### src/rtl/fifo_wr_arbiter.sv
// fifo_wr_arbiter: round-robin arbiter that lets NREQ requesters take turns
// writing bursts of up to BURST words into the write side of a FIFO.
// A grant is held until the burst completes or the owner drops its request.
// Between grants there is always exactly one IDLE arbitration cycle.
module fifo_wr_arbiter #(
  parameter int NREQ  = 4,
  parameter int DSIZE = 8,
  parameter int BURST = 4
) (
  input  logic                     wclk,
  input  logic                     wrst_n,
  input  logic [NREQ-1:0]          req,
  input  logic [NREQ*DSIZE-1:0]    req_data,
  output logic [NREQ-1:0]          ack,
  input  logic                     wfull,
  output logic                     winc,
  output logic [DSIZE-1:0]         wdata,
  output logic [$clog2(NREQ)-1:0]  owner,
  output logic                     busy
);

  localparam int OW = $clog2(NREQ);
  localparam int CW = $clog2(BURST + 1);

  // Index of the highest requester; also the reset value of last so that
  // the first search after reset begins at requester 0.
  localparam logic [OW-1:0] LAST_IDX = OW'(NREQ - 1);
  // Counter value seen during the final beat of a full burst.
  localparam logic [CW-1:0] FINAL_BEAT = CW'(BURST - 1);

  typedef enum logic {
    IDLE = 1'b0,
    OWN  = 1'b1
  } state_t;

  state_t          state_q, state_d;
  logic [OW-1:0]   owner_q, owner_d;
  logic [OW-1:0]   last_q,  last_d;
  logic [CW-1:0]   cnt_q,   cnt_d;

  logic [DSIZE-1:0] data_arr [NREQ];
  logic [OW-1:0]    rr_pick;
  logic             rr_found;
  logic             own_req;
  logic             last_beat;

  // Unpack the flat request data bus and decode the one-hot acknowledge.
  generate
    for (genvar gi = 0; gi < NREQ; gi++) begin : g_port
      assign data_arr[gi] = req_data[gi*DSIZE +: DSIZE];
      assign ack[gi]      = winc & (owner_q == OW'(gi));
    end
  endgenerate

  assign busy      = (state_q == OWN);
  assign owner     = owner_q;
  assign own_req   = req[owner_q];
  // Write only when the owner still has data and the FIFO has room; the
  // reset term keeps the write off in the very cycle reset is applied.
  assign winc      = busy & own_req & ~wfull & wrst_n;
  assign wdata     = busy ? data_arr[owner_q] : '0;
  assign last_beat = winc & (cnt_q == FINAL_BEAT);

  // Round-robin search: scan last+1, last+2, ... wrapping at NREQ-1.
  always_comb begin
    logic [OW-1:0] idx;
    rr_pick  = '0;
    rr_found = 1'b0;
    idx      = last_q;
    for (int k = 0; k < NREQ; k++) begin
      idx = (idx == LAST_IDX) ? '0 : idx + 1'b1;
      if (!rr_found && req[idx]) begin
        rr_found = 1'b1;
        rr_pick  = idx;
      end
    end
  end

  // Next-state logic: grant in IDLE, count beats and release in OWN.
  always_comb begin
    state_d = state_q;
    owner_d = owner_q;
    last_d  = last_q;
    cnt_d   = cnt_q;
    case (state_q)
      IDLE: begin
        if (rr_found) begin
          state_d = OWN;
          owner_d = rr_pick;
          cnt_d   = '0;
        end
      end
      OWN: begin
        if (winc) begin
          cnt_d = cnt_q + 1'b1;
        end
        // A stalled owner (wfull) keeps the grant while it still requests.
        if (last_beat || !own_req) begin
          state_d = IDLE;
          last_d  = owner_q;
        end
      end
      default: begin
        state_d = IDLE;
      end
    endcase
  end

  // State registers; reset aborts any burst immediately.
  always_ff @(posedge wclk or negedge wrst_n) begin
    if (!wrst_n) begin
      state_q <= IDLE;
      owner_q <= '0;
      last_q  <= LAST_IDX;
      cnt_q   <= '0;
    end else begin
      state_q <= state_d;
      owner_q <= owner_d;
      last_q  <= last_d;
      cnt_q   <= cnt_d;
    end
  end

endmodule

### config.mk
export PLATFORM = sky130hd
export DESIGN_NAME = fifo_wr_arbiter
export DESIGN_NICKNAME = d
export VERILOG_FILES = /design/src/rtl/fifo_wr_arbiter.sv
export SDC_FILE = /design/constraint.sdc
export NUM_CORES = 1
export LEC_CHECK = 0
export ABC_CLOCK_PERIOD_IN_PS = 1850
export CAP_MARGIN = 40
export CORE_AREA = 2 2 47 70
export CTS_CLUSTER_SIZE = 14
export DETAILED_ROUTE_END_ITERATION = 8
export DIE_AREA = 0 0 49 72
export GPL_ROUTABILITY_DRIVEN = 0
export HOLD_SLACK_MARGIN = 0.08
export PLACE_DENSITY = 0.65
export SLEW_MARGIN = 20
export SYNTH_ARGS = -nofsm -noshare
export SYNTH_HDL_FRONTEND = slang
export SYNTH_SLANG_ARGS = --single-unit
### constraint.sdc
create_clock -name wclk -period 1.85 [get_ports wclk]
set_input_delay 0.2775 -clock wclk [delete_from_list [all_inputs] [get_ports wclk]]
set_output_delay 0.2775 -clock wclk [all_outputs]
set_load 0.01 [all_outputs]
==> run_results.csv, run 1 <==
group,metric,value,unit
synth,syn_inst,80,
detailed_routing,routedWlPerCell,15.2,um
setup_path,cpPeakStageDelay,0.47,ns
power,powerDensity,1200,nW/um^2
synth,synth_xor_xnor_area_share,0,%
global_routing,grt_pass1_vias,1002,
setup_path,path_cells,"buf_6 -> buf_6 -> mux4_2 -> and2_4 -> buf_6",
cells_and_area,layout-drive-gt1-share,34.0,%
detailed_routing,routed_wl,2930,um
sta,setup_viol,0,
synth,synth_compound_area_share,13.8,%
clock_network,numClockSinks,8,
setup_path,r2r_cells,4,
detailed_routing,drtIter0Drc,12,
clock_network,numCtsBuffers,3,
sta,max_freq,543,MHz
sta,drv_slew,0,
setup_path,critical_path_class,"flip-flop to output pin",
power,p_sw,0.693,mW
floorplanning,initial_utilization,29.8,%
global_routing,grt_max_degree,24,
power,seq_power_share,16.5,%
detailed_routing,via_per_inst,5.13,
sta,worst_pin_slew,0.329,ns
synth,yosysWarnings,0,
power,p_clk_share,11.6,%
sta,hold_ws,0.383,ns
cells_and_area,mostFrequentLayoutCells,"clkdlybuf4s50_1 (41), buf_4 (13), o21ai_0 (9), buf_6 (9), mux4_2 (8)",
synth,synth_edf_count,0,
power,swShare,35.7,%
setup_path,path_delay_family,"multiplexers",
setup_path,r2r_start,"last_q[0]",
placed_design,portBuffers,54,
synth,ys_seq_elements,8,
global_routing,grt_pass1_wl,4990,um
detailed_routing,route.detailed.drc,0,
worst_hold_path,worstHoldPathType,"primary input to async pin",
sta,fin_crit,1.84,ns
synth,synthSimpleGateAreaFrac,22.8,%
global_routing,globalRouteMet1Util,21.2,%
setup_path,crit_path_frequent_cell,"buf_6",
synth,ys_types,37,
synth,syn-num-nets,122,
clock_network,cts_tree,"done",
setup_path,arrival,1.57,ns
clock_network,clk_pin_slew,0.05,ns
outcome,status,"finished clean",
global_routing,grt_overflow,0,
sta,fin_skew,0.00326,ns
floorplanning,die_x,49,um
global_routing,antenna_found_initial,0,
setup_path,critical_path.max_fanout,3,
synth,synth.cell_area,868,um^2
setup_path,cp-end-kind,"output pin",
floorplanning,dieArea,3530,um^2
cells_and_area,antenna_cells,0,
power,comb_power_share,71.9,%
synth,syn_avg_cell_area,10.9,um^2
detailed_routing,firstDrtPassIters,4,
global_routing,busiest_layer,"met2",
global_routing,use_met2,32.7,%
clock_network,clk_latency,0.23,ns
floorplanning,rows,24,
synth,ys.flop_type,"dfrtp_1",
setup_path,crit_path_start_kind,"flip-flop",
floorplanning,ios,55,
sta,hold_viol_final,0,
floorplanning,core,2910,um^2
synth,synth_largest_area_cell,"dfrtp_1",
setup_path,crit_buf_inv,3,
cells_and_area,final_nets,196,
sta,final.period_utilization,99.6,%
cells_and_area,mostFrequentLayoutCell,"clkdlybuf4s50_1",
power,p_int,1.25,mW
cells_and_area,utilization,55.3,%
synth,async_flop_share,100,%
synth,ys_seq_area_share,23.3,%
clock_network,cts_hold_buffers,0,
detailed_routing,vias,984,
detailed_routing,ant_nets,0,
global_routing,met3_usage,5.14,%
power,peakVddDrop,0.631,mV
synth,synth_mux_area_share,30.0,%
clock_network,cts_root_buf,"clkbuf_8",
global_routing,track_usage,18.1,%
power,leakage,0.681,nW
synth,synthAdderAreaFrac,4.32,%
clock_network,h-tree-depth,1,
synth,synth_top_family_by_area,"multiplexers",
setup_path,cp_slowest_cell,"mux4_2",
setup_path,r2r_end,"owner[0]",
sta,rsz0062_at_grt,"true",
job,max-cap-violations,0,
floorplanning,chipHeight,72,um
sta,slew_headroom,77.9,%
clock_network,clockBufferDepth,2,
cells_and_area,area_growth,85.6,%
setup_path,worst-endpoint-required,1.57,ns
synth,yosysTopAreaCellShare,17.3,%
setup_path,rrSetupSlack,0.26,ns
synth,synthTopCellsByArea,"dfrtp_1 (17%), mux4_1 (15%), mux4_2 (7.8%)",
placed_design,hpwlAfterDp,2340,um
cells_and_area,fillers,302,
-- metrics by stage --
stage / TNS (ns) / setup WS (ns) / total power [mW] / cells / instance area, um^2
6_report: 0 / 0.00676 / 1.94 / 192 / 1610
5_1_grt: -0.0733 / -0.0452 / 2.08 / 192 / 1610
4_1_cts: 0 / 0.00216 / 1.82 / 192 / 1590
3_5_place_dp: -2.99 / -0.288 / 1.57 / 182 / 1540
3_3_place_gp: -2.79 / -0.271 / 1.55 / 182 / 1540
2_1_floorplan: 0 / 0.241 / 1.02 / 80 / 868
-- area by class of cell --
| cell class | instances | area, um^2 | area share [%] |
|---|---|---|---|
| multi-input combinational | 64 | 607 | 37.7 |
| inverter | 3 | 11.3 | 0.699 |
| clock buffer | 4 | 45.0 | 2.80 |
| timing repair buffer | 74 | 694 | 43.1 |
| sequential | 8 | 205 | 12.7 |
| tap | 39 | 48.8 | 3.03 |
-- worst max path at each step --
stage	startpoint	to	slack, ns	depth (start not counted)
2_1_floorplan	owner[0]	wdata[4]	0.24	4
3_3_place_gp	owner[0]	wdata[2]	-0.27	3
3_5_place_dp	owner[0]	wdata[1]	-0.29	3
4_1_cts	owner[0]	winc	0.002	5
5_1_grt	owner[0]	wdata[0]	-0.05	5
6_report	owner[0]	wdata[0]	0.007	5
-- timing repair --
item	in CTS	in global routing
resized for setup	48	14
endpoints found under the setup margin	14	8
buffers inserted	5	0
pin swaps	1	2
cloned	1	0
-- logic make-up after synthesis --
| family | after synthesis |
|---|---|
| AOI/OAI and AO/OA | 18 |
| adders and majority gates | 3 |
| buffers and inverters | 8 |
| DFF | 8 |
| muxes | 14 |
| and+or+nand+nor | 29 |
-- worst reg2reg max path: stages (launching register included) --
cell	delay [ns]
dfstp_2	0.55
ha_1	0.27
o31ai_1	0.32
a21oi_1	0.07
o41ai_1	0.27
-- synth_stat cells (2+ instances only) --
library cell,count
and2_1,9
mux4_2,3
ha_1,3
clkbuf_1,2
inv_1,3
dfrtp_1,6
o21ai_0,9
dfstp_2,2
a21oi_1,2
nor2b_1,2
mux4_1,5
nand2b_1,2
nor2_1,3
and3b_1,2
mux2i_1,5
-- registers in the layout (all words and copies together), names as in the netlist --
register	count
cnt_q	3
last_q	2
owner	2
busy	1
-- power groups by stage --
stage / Combinational (mW) / Sequential (mW) / Clock [mW]
final: 1.40 / 0.319 / 0.225
after global routing: 1.51 / 0.329 / 0.235
after CTS: 1.28 / 0.318 / 0.228
after detailed placement: 1.22 / 0.348 / 0
after global placement: 1.20 / 0.344 / 0
after floorplan: 0.703 / 0.318 / 0
-- layer usage --
layer / vias to the layer above / part of all wire [%]
li1: 455 / -
met1: 470 / 40
met2: 57 / 50
met3: 2 / 9.1
met4: 0 / 0.17
met5: - / 0
No activity file was read; power rests on OpenSTA's default activity.
==> inputs of run 2 (changes only) <==
--- a/config.mk
+++ b/config.mk
@@ -12,6 +12,7 @@
 export DETAILED_ROUTE_END_ITERATION = 8
 export DIE_AREA = 0 0 49 72
 export GPL_ROUTABILITY_DRIVEN = 0
+export GPL_TIMING_DRIVEN = 0
 export HOLD_SLACK_MARGIN = 0.08
 export PLACE_DENSITY = 0.65
 export SLEW_MARGIN = 20
==> run 2 against run 1 <==
  * The run now ends with negative setup slack left
  * Sequential cell count did not move
  * Global-route usage shrank 0.69 points
  * Cell area shrank 4.0%
  * Final cell count down 4.2%
  * Sequential share of layout area grew 0.45 points
  * Critical path type unchanged
==> run_results.csv, run 2 (synthesized netlist as in run 1, its figures left out) <==
group,metric,value,unit
placed_design,portBuffers,54,
global_routing,grt_pass1_wl,4840,um
sta,fin_crit,1.87,ns
power,leakage,0.645,nW
sta,worst_pin_slew,0.575,ns
power,p_int,1.19,mW
outcome,violations,"negative setup slack",
clock_network,numClockSinks,8,
clock_network,numCtsBuffers,3,
cells_and_area,antenna_cells,0,
setup_path,critical_path.max_fanout,6,
placed_design,hpwlAfterDp,2240,um
setup_path,crit_path_start_kind,"flip-flop",
detailed_routing,routedWlPerCell,15.9,um
floorplanning,dieArea,3530,um^2
cells_and_area,final_nets,189,
sta,slew_headroom,61.4,%
cells_and_area,area_growth,78.1,%
detailed_routing,drtIter0Drc,15,
setup_path,arrival,1.59,ns
floorplanning,core,2910,um^2
setup_path,critical_path_class,"flip-flop to output pin",
power,peakVddDrop,0.603,mV
floorplanning,ios,55,
floorplanning,die_x,49,um
sta,fin_skew,0.00191,ns
sta,max_freq,535,MHz
global_routing,grt_pass1_vias,1009,
setup_path,worst-endpoint-required,1.57,ns
clock_network,clockBufferDepth,2,
sta,rsz0062_at_grt,"true",
cells_and_area,mostFrequentLayoutCell,"clkdlybuf4s50_1",
cells_and_area,layout-drive-gt1-share,30.3,%
cells_and_area,fillers,288,
sta,setup_slack,-0.0181,ns
detailed_routing,route.detailed.drc,0,
detailed_routing,ant_nets,0,
cells_and_area,top_register,"cnt_q",
worst_hold_path,worstHoldPathType,"primary input to async pin",
power,p_clk_share,10.7,%
clock_network,h-tree-depth,1,
global_routing,antenna_found_initial,0,
global_routing,grt_max_degree,11,
cells_and_area,largest_reg_flops,3,
power,powerDensity,1210,nW/um^2
global_routing,track_usage,17.4,%
clock_network,clk_latency,0.22,ns
power,power,1.87,mW
clock_network,clk_pin_slew,0.04,ns
sta,drv_slew,0,
detailed_routing,via_per_inst,5.20,
floorplanning,rows,24,
job,max-cap-violations,0,
sta,setup_viol,4,
power,swShare,36.3,%
setup_path,cp-end-kind,"output pin",
sta,final.period_utilization,101,%
detailed_routing,routed_wl,2920,um
power,p_sw,0.678,mW
global_routing,grt_overflow,0,
power,comb_power_share,71.5,%
sta,hold_viol_final,0,
detailed_routing,firstDrtPassIters,3,
power,seq_power_share,17.7,%
clock_network,cts_tree,"done",
sta,tns,-0.0360,ns
floorplanning,initial_utilization,29.8,%
cells_and_area,mostFrequentLayoutCells,"clkdlybuf4s50_1 (39), o21ai_0 (9), mux4_2 (8)",
detailed_routing,vias,957,
clock_network,cts_root_buf,"clkbuf_8",
outcome,status,"complete, but fails checks",
floorplanning,chipHeight,72,um
==> run 2: cell count changes in the layout (fill, tap and decap cells not counted), sizes merged <==
cell | before | now
buf | 29 | 18
clkbuf | 4 | 5
clkdlybuf4s50 | 41 | 39
dlygate4sd3 | 0 | 1
dlygate4sd2 | 4 | 5
clkdlybuf4s15 | 0 | 2
==> run 2: through the flow <==
stage	worst slack [ns]	utilization (%)	std cells	hold slack, ns	area [um^2]
after floorplan	0.241	-	80	-0.0181	868
after global placement	-0.652	50.0	173	0.483	1460
after detailed placement	-0.677	50.0	173	0.516	1460
after CTS	-0.0989	52.4	184	0.155	1530
after global routing	-0.0763	53.1	184	0.163	1550
final	-0.0181	53.1	184	0.155	1550
==> run 2: power by group through the flow <==
| stage | Combinational (mW) | Clock (mW) | Sequential, mW |
|---|---|---|---|
| after global placement | 1.18 | 0 | 0.321 |
| after CTS | 1.29 | 0.206 | 0.327 |
| after detailed placement | 1.21 | 0 | 0.324 |
| after global routing | 1.46 | 0.215 | 0.338 |
| after floorplan | 0.703 | 0 | 0.318 |
| final | 1.34 | 0.200 | 0.331 |
==> run 2: routing by layer <==
layer  wire [um]  share of wire [%]  global-route usage (%)  vias to the layer above
met5           0                  0                       0                        -
met1        1250                 43                    20.7                      458
met2        1460                 50                    32.6                       52
met3         208                7.1                    4.73                        0
li1            -                  -                       -                      447
met4           0                  0                   0.952                        0
==> run 2: final cells by class <==
class	instances	area, um^2	share of cell area (%)
plain buffers	4	31.3	2.02
repair buffers	63	597	38.6
flip-flops and latches	8	204	13.2
inverters	3	11.3	0.728
multi-input cells	64	613	39.6
clock buffers	3	41.3	2.67
well taps	39	48.8	3.16
==> run 2: worst paths after layout <==
| check | endpoint | cells after the start | slack (ns) | startpoint |
|---|---|---|---|---|
| max in group asynchronous | owner[1] | 2 | 0.97 | wrst_n |
| setup reg to reg | owner[0] | 4 | 0.21 | last_q[0] |
| min in group wclk | cnt_q[0] | 1 | 0.50 | cnt_q[0] |
| hold reg to reg | cnt_q[0] | 1 | 0.50 | cnt_q[0] |
| setup / recovery | wdata[3] | 4 | -0.02 | owner[0] |
| hold / removal | last_q[0] | 1 | 0.15 | wrst_n |
==> run 2: critical path: stages (launching register included) <==
cell	delay [ns]
dfrtp_1	0.35
buf_6	0.14
mux4_2	0.49
and2_1	0.17
clkdlybuf4s15_2	0.22
==> run 2: timing repair <==
action / CTS / global route
endpoints found under the setup margin: 13 / 9
resized for setup: 60 / 5
buffers inserted: 8 / 1
hold endpoints to repair: 6 / 0
hold buffers: 1 / 0
pin swaps: 8 / 0
